### src/rtl/opti.sv
// opti: operand forwarding, ALU operand selection and branch comparison for
// the execute stage. Everything here is combinational; clk and rst are
// present only so the block drops into the pipeline port list unchanged.
module opti (
    input  logic        clk,
    input  logic        rst,
    input  logic        A1_sel,
    input  logic        B1_sel,
    input  logic        A2_sel,
    input  logic        B2_sel,
    input  logic        Brun,
    input  logic [31:0] reg_rs1,
    input  logic [31:0] reg_rs2,
    input  logic [31:0] alu,
    input  logic [31:0] pc,
    input  logic [31:0] imm,
    output logic [31:0] reg1,
    output logic [31:0] reg2,
    output logic [31:0] data_w,
    output logic        Breq,
    output logic        Brlt
);

    logic [31:0] fa;
    logic [31:0] fb;
    logic        unused_pipeline_ports;

    // clk and rst are deliberately not used by any logic in this block
    assign unused_pipeline_ports = clk ^ rst;

    // Forwarding muxes: pick the fed-back ALU result over the register file
    // when a hazard is flagged. An explicit if/else keeps an X on the
    // unselected leg from reaching the output.
    always_comb begin
        fa = reg_rs1;
        fb = reg_rs2;
        if (A1_sel) begin
            fa = alu;
        end
        if (B1_sel) begin
            fb = alu;
        end
    end

    // Operand muxes: PC replaces rs1 for jumps/auipc, the immediate replaces
    // rs2 for I/S-type ops; store data always takes the forwarded rs2
    always_comb begin
        reg1   = fa;
        reg2   = fb;
        data_w = fb;
        if (A2_sel) begin
            reg1 = pc;
        end
        if (B2_sel) begin
            reg2 = imm;
        end
    end

    // Branch comparator works on the forwarded values, never on pc/imm
    always_comb begin
        Breq = (fa == fb);
        Brlt = 1'b0;
        if (Brun) begin
            Brlt = (fa < fb);
        end else begin
            Brlt = ($signed(fa) < $signed(fb));
        end
    end

endmodule

### config.mk
export PLATFORM = sky130hd
export DESIGN_NAME = opti
export DESIGN_NICKNAME = d
export VERILOG_FILES = /design/src/rtl/opti.sv
export SDC_FILE = /design/constraint.sdc
export NUM_CORES = 1
export LEC_CHECK = 0
export ABC_AREA = 1
export CORE_AREA = 2 2 102 104
export DETAILED_ROUTE_END_ITERATION = 8
export DIE_AREA = 0 0 104 106
export PLACE_DENSITY_LB_ADDON = 0.15
export SYNTH_ARGS = -nofsm -noshare
export SYNTH_HDL_FRONTEND = slang
export SYNTH_SLANG_ARGS = --single-unit
export TNS_END_PERCENT = 20
### constraint.sdc
create_clock -name vclk -period 4.4
set_clock_uncertainty 0.1 [all_clocks]
set_input_delay 1.32 -clock vclk [all_inputs]
set_output_delay 1.32 -clock vclk [all_outputs]
set_load 0.05 [all_outputs]
Yosys cells after proc, flatten, opt, wreduce, memory -nomap -nowiden
Cells that the tools add are included.
Widths: inputs -> output; s select.
Word-level totals
  logic and storage cells: 8
  register bits: 0
  input port bits: 167
Cells by class
  equality and inequality tests: 1
  muxes and demuxes: 5
  $lt $le $gt $ge: 2
Operators by type and width (number)
  $mux 32: 4
  $lt 32x32->1: 2
  $eq 32x32->1: 1
  $mux 1: 1

Depth between registers and ports, before layout
Gate-level depths: netlist of the first run.
  word-level depth: 3
  depth in mapped cells: 17
  gate-level depth less buffers: 16

Worst setup path before layout of the first run
Ideal clock, no wire load.
  kind: input port to output port
  start point: input A1_sel
  end point: output Brlt
  data required time: 2980 ps
  data arrival time: 2979 ps
  stages: 13
  path buffers: 2
  setup slack: 1 ps
  cell sequence: buf_4 > buf_4 > nor2_1 > a21oi_1 > ha_1 > nand2_1 > nor2_1 > nand4_1 > nor2_4 > nand2_1 > nand2_1 > nand2_1 > nand2_1
On the way
  word-level cells in the longest chain between the ends: 3
  elaborated cells between the ends (all ways): 4
Ends and longest elaborated chain
  start, declared: RTL line 7  | input logic A1_sel,
  $mux 32 (*): RTL line 37  | if (A1_sel) begin
  $lt 32x32->1, on equally long branches: RTL line 66, 64
  $mux 1 (*): RTL line 63  | if (Brun) begin
  end, declared: RTL line 21  | output logic Brlt
Mark *: on every way between the ends. The rest lies on a longest branch, timed or not.

Final worst setup path of the first run
  start point: input A1_sel
  end point: output reg1[5]
On the way
  word-level cells in the longest chain between the ends: 2
Ends and longest elaborated chain
  $mux 32: RTL line 37
  $mux 32: RTL line 51  | if (A2_sel) begin
  end, declared: RTL line 17  | output logic [31:0] reg1,
Every way passes these cells.

==> results of run 1 <==
[area by class of cell]
class,instances,area (sq um),area share
inverters,72,270,0.0354
well taps,136,170,0.0223
repair buffers,395,4630,0.606
multi-input cells,389,2560,0.336
[through the flow]
step | util | power, mW | TNS (ns)
finish | 0.763 | 1.27 | -0.0171
global route | 0.763 | 1.34 | -0.266
CTS | 0.737 | 1.22 | -0.0346
detailed placement | 0.629 | 1.08 | -0.434
global placement | 0.629 | 1.07 | -0.447
floorplan | - | 0.495 | 0
[power breakdown]
| group | switching, mW | internal, mW |
|---|---|---|
| Clock | 0 | 0 |
| Sequential | 0 | 0 |
| Combinational | 0.642 | 0.627 |
| Total | 0.642 | 0.627 |
[Yosys cell counts, types with 2 or more instances]
cell type,number,area share
buf_1,2,0.0032
o21ai_1,33,0.070
nand2_1,192,0.31
buf_2,11,0.023
ha_1,32,0.17
nor2_1,40,0.064
buf_4,4,0.013
a21oi_1,44,0.094
nand4_1,2,0.0053
o21ai_0,32,0.068
clkbuf_1,10,0.016
inv_1,71,0.11
nand3_1,3,0.0064
[worst max path at each step]
stage | startpoint | end | slack [ns]
after CTS | B1_sel | Brlt | -0.03
after global routing | A1_sel | Brlt | -0.11
after global placement | alu[23] | Brlt | -0.26
after detailed placement | alu[27] | Brlt | -0.26
final | A1_sel | reg1[5] | -0.01
after floorplan | A1_sel | Brlt | 0.0007
[cell usage in the layout (no fill, tap or decap), types with 21 or more instances in the layout]
cell type,count
o21ai_0,29
o21ai_2,28
buf_4,131
buf_12,90
clkdlybuf4s50_1,74
dlygate4sd2_1,81
a21oi_2,29
nand2_1,176
inv_1,48
inv_2,24
ha_1,21
[layer usage]
metal | wire [microns] | global-route usage
met1 | 5680 | 0.274
met2 | 8510 | 0.536
met3 | 899 | 0.0399
met4 | 463 | 0.0647
met5 | 0 | 0
[repair_timing]
| item | in CTS | in global routing |
|---|---|---|
| buffers inserted | 64 | 6 |
| gates cloned | 7 | 1 |
| resized for setup | 239 | 39 |
| setup endpoints to repair | 2 | 4 |
| pin swaps | 105 | 29 |
[logic make-up after synthesis]
family | Yosys count
buffers and inverters | 100
AOI/OAI and AO/OA | 111
adders and majority gates | 32
muxes | 3
and+or+nand+nor | 243
==> results_dict.tcl, run 1 <==
set metrics [dict create \
    ys_warn_count 0 \
    antenna_found_initial 0 \
    critical_path_depth 15 \
    place_ws_ns -0.256 \
    grt_max_degree 64 \
    fp.coreArea_sq_um 10000 \
    hold_path.class "primary input to output port" \
    viasPerCell 4.66 \
    synth_area_sq_um 2350 \
    nets 1057 \
    ant_nets 0 \
    layout-drive-gt1-share 0.453 \
    slowest_delay_ns 0.15 \
    max_slew.worst_pin.slew_ns 0.385 \
    die-width_microns 104 \
    synth_top_family_by_area "simple AND/OR/NAND/NOR gates" \
    worstPathCellList "buf_16, buf_12, nor2_4, a21oi_4, buf_4, buf_4, buf_4, buf_4, buf_4, buf_4, buf_4, buf_4, nand2_1, nand2_2, buf_12" \
    max_slew_margin 0.740 \
    power_density_nw_per_um2 166 \
    post_drt_wl_per_cell_microns 15.7 \
    n_clock_buffer 0 \
    die-area_sq_um 11000 \
    hold_viol 0 \
    worstHoldEndpoint "data_w[23]" \
    synthSimpleGateAreaFrac 0.402 \
    vias 4621 \
    die_h_microns 106 \
    violations "setup timing" \
    crit_path_start_kind "primary input" \
    syn_avg_cell_area_sq_um 4.82 \
    antenna_cells 0 \
    dp_cells 914 \
    setup_viol_count_final 2 \
    maxCapViolCount 0 \
    hold_start "reg_rs2[23]" \
    area_delta_synth_final_pct 224 \
    vdd_ir_drop_max_mv 0.0891 \
    dpl_cell_area_sq_um 6290 \
    drt_first_pass_iters 4 \
    synth_fa_ha_area_frac 0.170 \
    critPathTopFamily "buffers and inverters" \
    fillers 744 \
    synth_xor_area_frac 0 \
    final_cells 992 \
    grt-ovfl-total 0 \
    yosysSeqAreaShare 0 \
    period_share 1.00 \
    grt_pass1_wl_mm 23.6 \
    fin_ws_ns -0.0141 \
    seq_area_sq_um 0 \
    gp_congestion 0.840 \
    synth_fp_nets 688 \
    drt-initial-drc-count 167 \
    worst_setup_path_end_kind "output port" \
    synth_compound_area_frac 0.238 \
    outcome "finished, violations left" \
    whs_path_depth 4 \
    max_freq_mhz 227 \
    timing.final.crit_period_ns 4.41 \
    path_buf_inv 11 \
    dp_hpwl_mm 10.4 \
    worstPathRequired_ns 2.98 \
    grt_usage 0.261 \
    stdcell_area_sq_um 7630 \
    crit_fanout 8 \
    slew_viol_final 0 \
    grt_pass1_vias 4760 \
    io_pins 265 \
    drt_wl_total_mm 15.6 \
    synthMuxAreaShare 0.0154 \
    setup.worst_path.class "primary input to output port" \
    design.seq.count 0 \
    hold_slack_ns 3.05 \
    start_util 0.235 \
    placementRows 37 \
    syn_inst 489 \
    p_leak_nw 3.87 \
    slowest_stage "buf_12" \
    arrival_ns 2.99 \
    drc 0 \
    cpMostUsedCell "buf_4" \
    port_buffers 263 \
    rsz0062_at_grt "yes" \
    synthDistinctLibCells 26 \
    cts_hold_buf 0 \
]
Note: power is estimated with default switching activity, not from simulation.
==> run 2, diff against run 1 <==
--- a/config.mk
+++ b/config.mk
@@ -9,8 +9,9 @@
 export CORE_AREA = 2 2 102 104
 export DETAILED_ROUTE_END_ITERATION = 8
 export DIE_AREA = 0 0 104 106
+export GPL_TIMING_DRIVEN = 0
 export PLACE_DENSITY_LB_ADDON = 0.15
 export SYNTH_ARGS = -nofsm -noshare
 export SYNTH_HDL_FRONTEND = slang
 export SYNTH_SLANG_ARGS = --single-unit
-export TNS_END_PERCENT = 20
+export TNS_END_PERCENT = 50
==> run 2 against run 1 <==
  * The flow still finishes with violations (setup timing)
  * Final area fell by 12%
  * Via count decreased by 6.0%
  * Combinational power decreased by 18%
  * Count of clock-buffer cells in the layout did not move
  * Worst hold slack gained 0.21 ns
  * Power fell by 18%
  * Global-route usage shrank 3.8 points
  * Die area is the same
  * Setup slack lost 0.049 ns
  * Critical path depth rose by 1
  * Final cell count down 5.5%
  * Largest cell class unchanged
  * Largest power group unchanged
==> results_dict.tcl, run 2 (same netlist as run 1, synthesis figures left out) <==
set metrics [dict create \
    design.seq.count 0 \
    grt_usage 0.223 \
    fp.coreArea_sq_um 10000 \
    viasPerCell 4.64 \
    p_leak_nw 3.72 \
    layout-drive-gt1-share 0.309 \
    placementRows 37 \
    post_drt_wl_per_cell_microns 15.6 \
    grt_pass1_vias 4119 \
    start_util 0.235 \
    setup.worst_path.class "primary input to output port" \
    period_share 1.01 \
    ant_nets 0 \
    drt-initial-drc-count 132 \
    arrival_ns 3.04 \
    setup_viol_count_final 1 \
    whs_path_depth 4 \
    vias 4344 \
    switching_share 0.574 \
    outcome "finished, violations left" \
    die_h_microns 106 \
    die-width_microns 104 \
    max_freq_mhz 224 \
    power_density_nw_per_um2 155 \
    violations "setup timing" \
    cts_hold_buf 0 \
    die-area_sq_um 11000 \
    n_clock_buffer 0 \
    max_slew.worst_pin.slew_ns 0.555 \
    power.switching_uw 597 \
    fillers 931 \
    cellInternalPower_uw 442 \
    final_cell_mix "168 x nand2_1, 148 x clkdlybuf4s50_1, 76 x dlymetal6s2s_1" \
    crit_fanout 12 \
    worstPathRequired_ns 2.98 \
    hold_path.class "primary input to output port" \
    slew_viol_final 0 \
    nets 1001 \
    maxCapViolCount 0 \
    drt_first_pass_iters 4 \
    layout_commonest_cell "nand2_1" \
    crit_path_start_kind "primary input" \
    grt_max_degree 11 \
    io_pins 265 \
    area_delta_synth_final_pct 184 \
    fin_ws_ns -0.0627 \
    hold_viol 0 \
    drt_wl_total_mm 14.6 \
    timing.final.crit_period_ns 4.46 \
    drc 0 \
    rsz0062_at_grt "yes" \
    port_buffers 259 \
    pwr-share-comb 1.000 \
    p_clk_frac 0 \
    antenna_found_initial 1 \
    vdd_ir_drop_max_mv 0.0853 \
    grt_pass1_wl_mm 20.5 \
    power_frac_seq 0 \
    place_ws_ns -0.968 \
    gp_congestion 0.832 \
    max_slew_margin 0.629 \
    seq_area_sq_um 0 \
    grt-ovfl-total 0 \
    dp_hpwl_mm 10.7 \
    worst_setup_path_end_kind "output port" \
    tns_ns -0.0627 \
]
==> run 2: cell count changes in the layout (fill, tap and decap cells not counted), sizes merged <==
cell / change
dlygate4sd2: -48
clkbuf: +15
diode: +1
clkdlybuf4s50: +74
dlymetal6s2s: +69
buf: -166
==> run 2: stage by stage <==
step / instance area (sq um) / std cells / hold WS, ns / total power, mW / utilization
after floorplan: 2350 / 489 / 2.77 / 0.495 / -
after global placement: 5120 / 884 / 3.56 / 0.848 / 0.512
after detailed placement: 5120 / 884 / 3.55 / 0.853 / 0.512
after CTS: 5300 / 897 / 3.26 / 0.874 / 0.530
after global routing: 6700 / 937 / 3.27 / 1.11 / 0.670
final: 6700 / 937 / 3.26 / 1.04 / 0.670
==> run 2: worst paths after layout <==
check	end	from
max	Brlt	B1_sel
min	reg1[30]	A2_sel
==> run 2: layout make-up <==
class,count,area (sq um),share of cell area
inverters,72,270,0.0404
multi-input cells,389,2680,0.400
plain buffers,28,322,0.0480
diodes,1,2.50,0.000374
well taps,136,170,0.0254
repair buffers,311,3260,0.486
==> run 2: power by group through the flow <==
stage | clock [mW] | sequential (mW) | combinational (mW)
6_report | 0.0000000304 | 0 | 1.04
5_1_grt | 0.0000000304 | 0 | 1.11
2_1_floorplan | 0 | 0 | 0.495
3_5_place_dp | 0 | 0 | 0.853
4_1_cts | 0 | 0 | 0.874
3_3_place_gp | 0 | 0 | 0.848
==> run 2: what timing repair did <==
action                                  4_1_cts  5_1_grt
cloned                                        0        6
endpoints found under the setup margin       66       41
buffers inserted                             13       33
gates resized for setup                      89      286
pin swaps                                    31       96
hold endpoints to repair                      0        0
==> run 2: worst max-delay path: stages <==
cell,delay [ns]
buf_12,0.15
buf_12,0.14
nand2_1,0.08
o21ai_2,0.07
ha_1,0.29
nand2_1,0.06
inv_2,0.06
nand3_2,0.09
nor3_4,0.19
nand2_1,0.07
nand2_1,0.09
nand2_2,0.07
nand2_1,0.07
nand2_1,0.04
nand2_1,0.08
buf_6,0.17
==> run 2: metal layers <==
metal / vias to the layer above / global-route usage / share of wire
met5: - / 0 / 0
met3: 20 / 0.0356 / 0.061
li1: 2167 / - / -
met1: 1967 / 0.260 / 0.39
met4: 0 / 0.0309 / 0.017
met2: 190 / 0.436 / 0.53
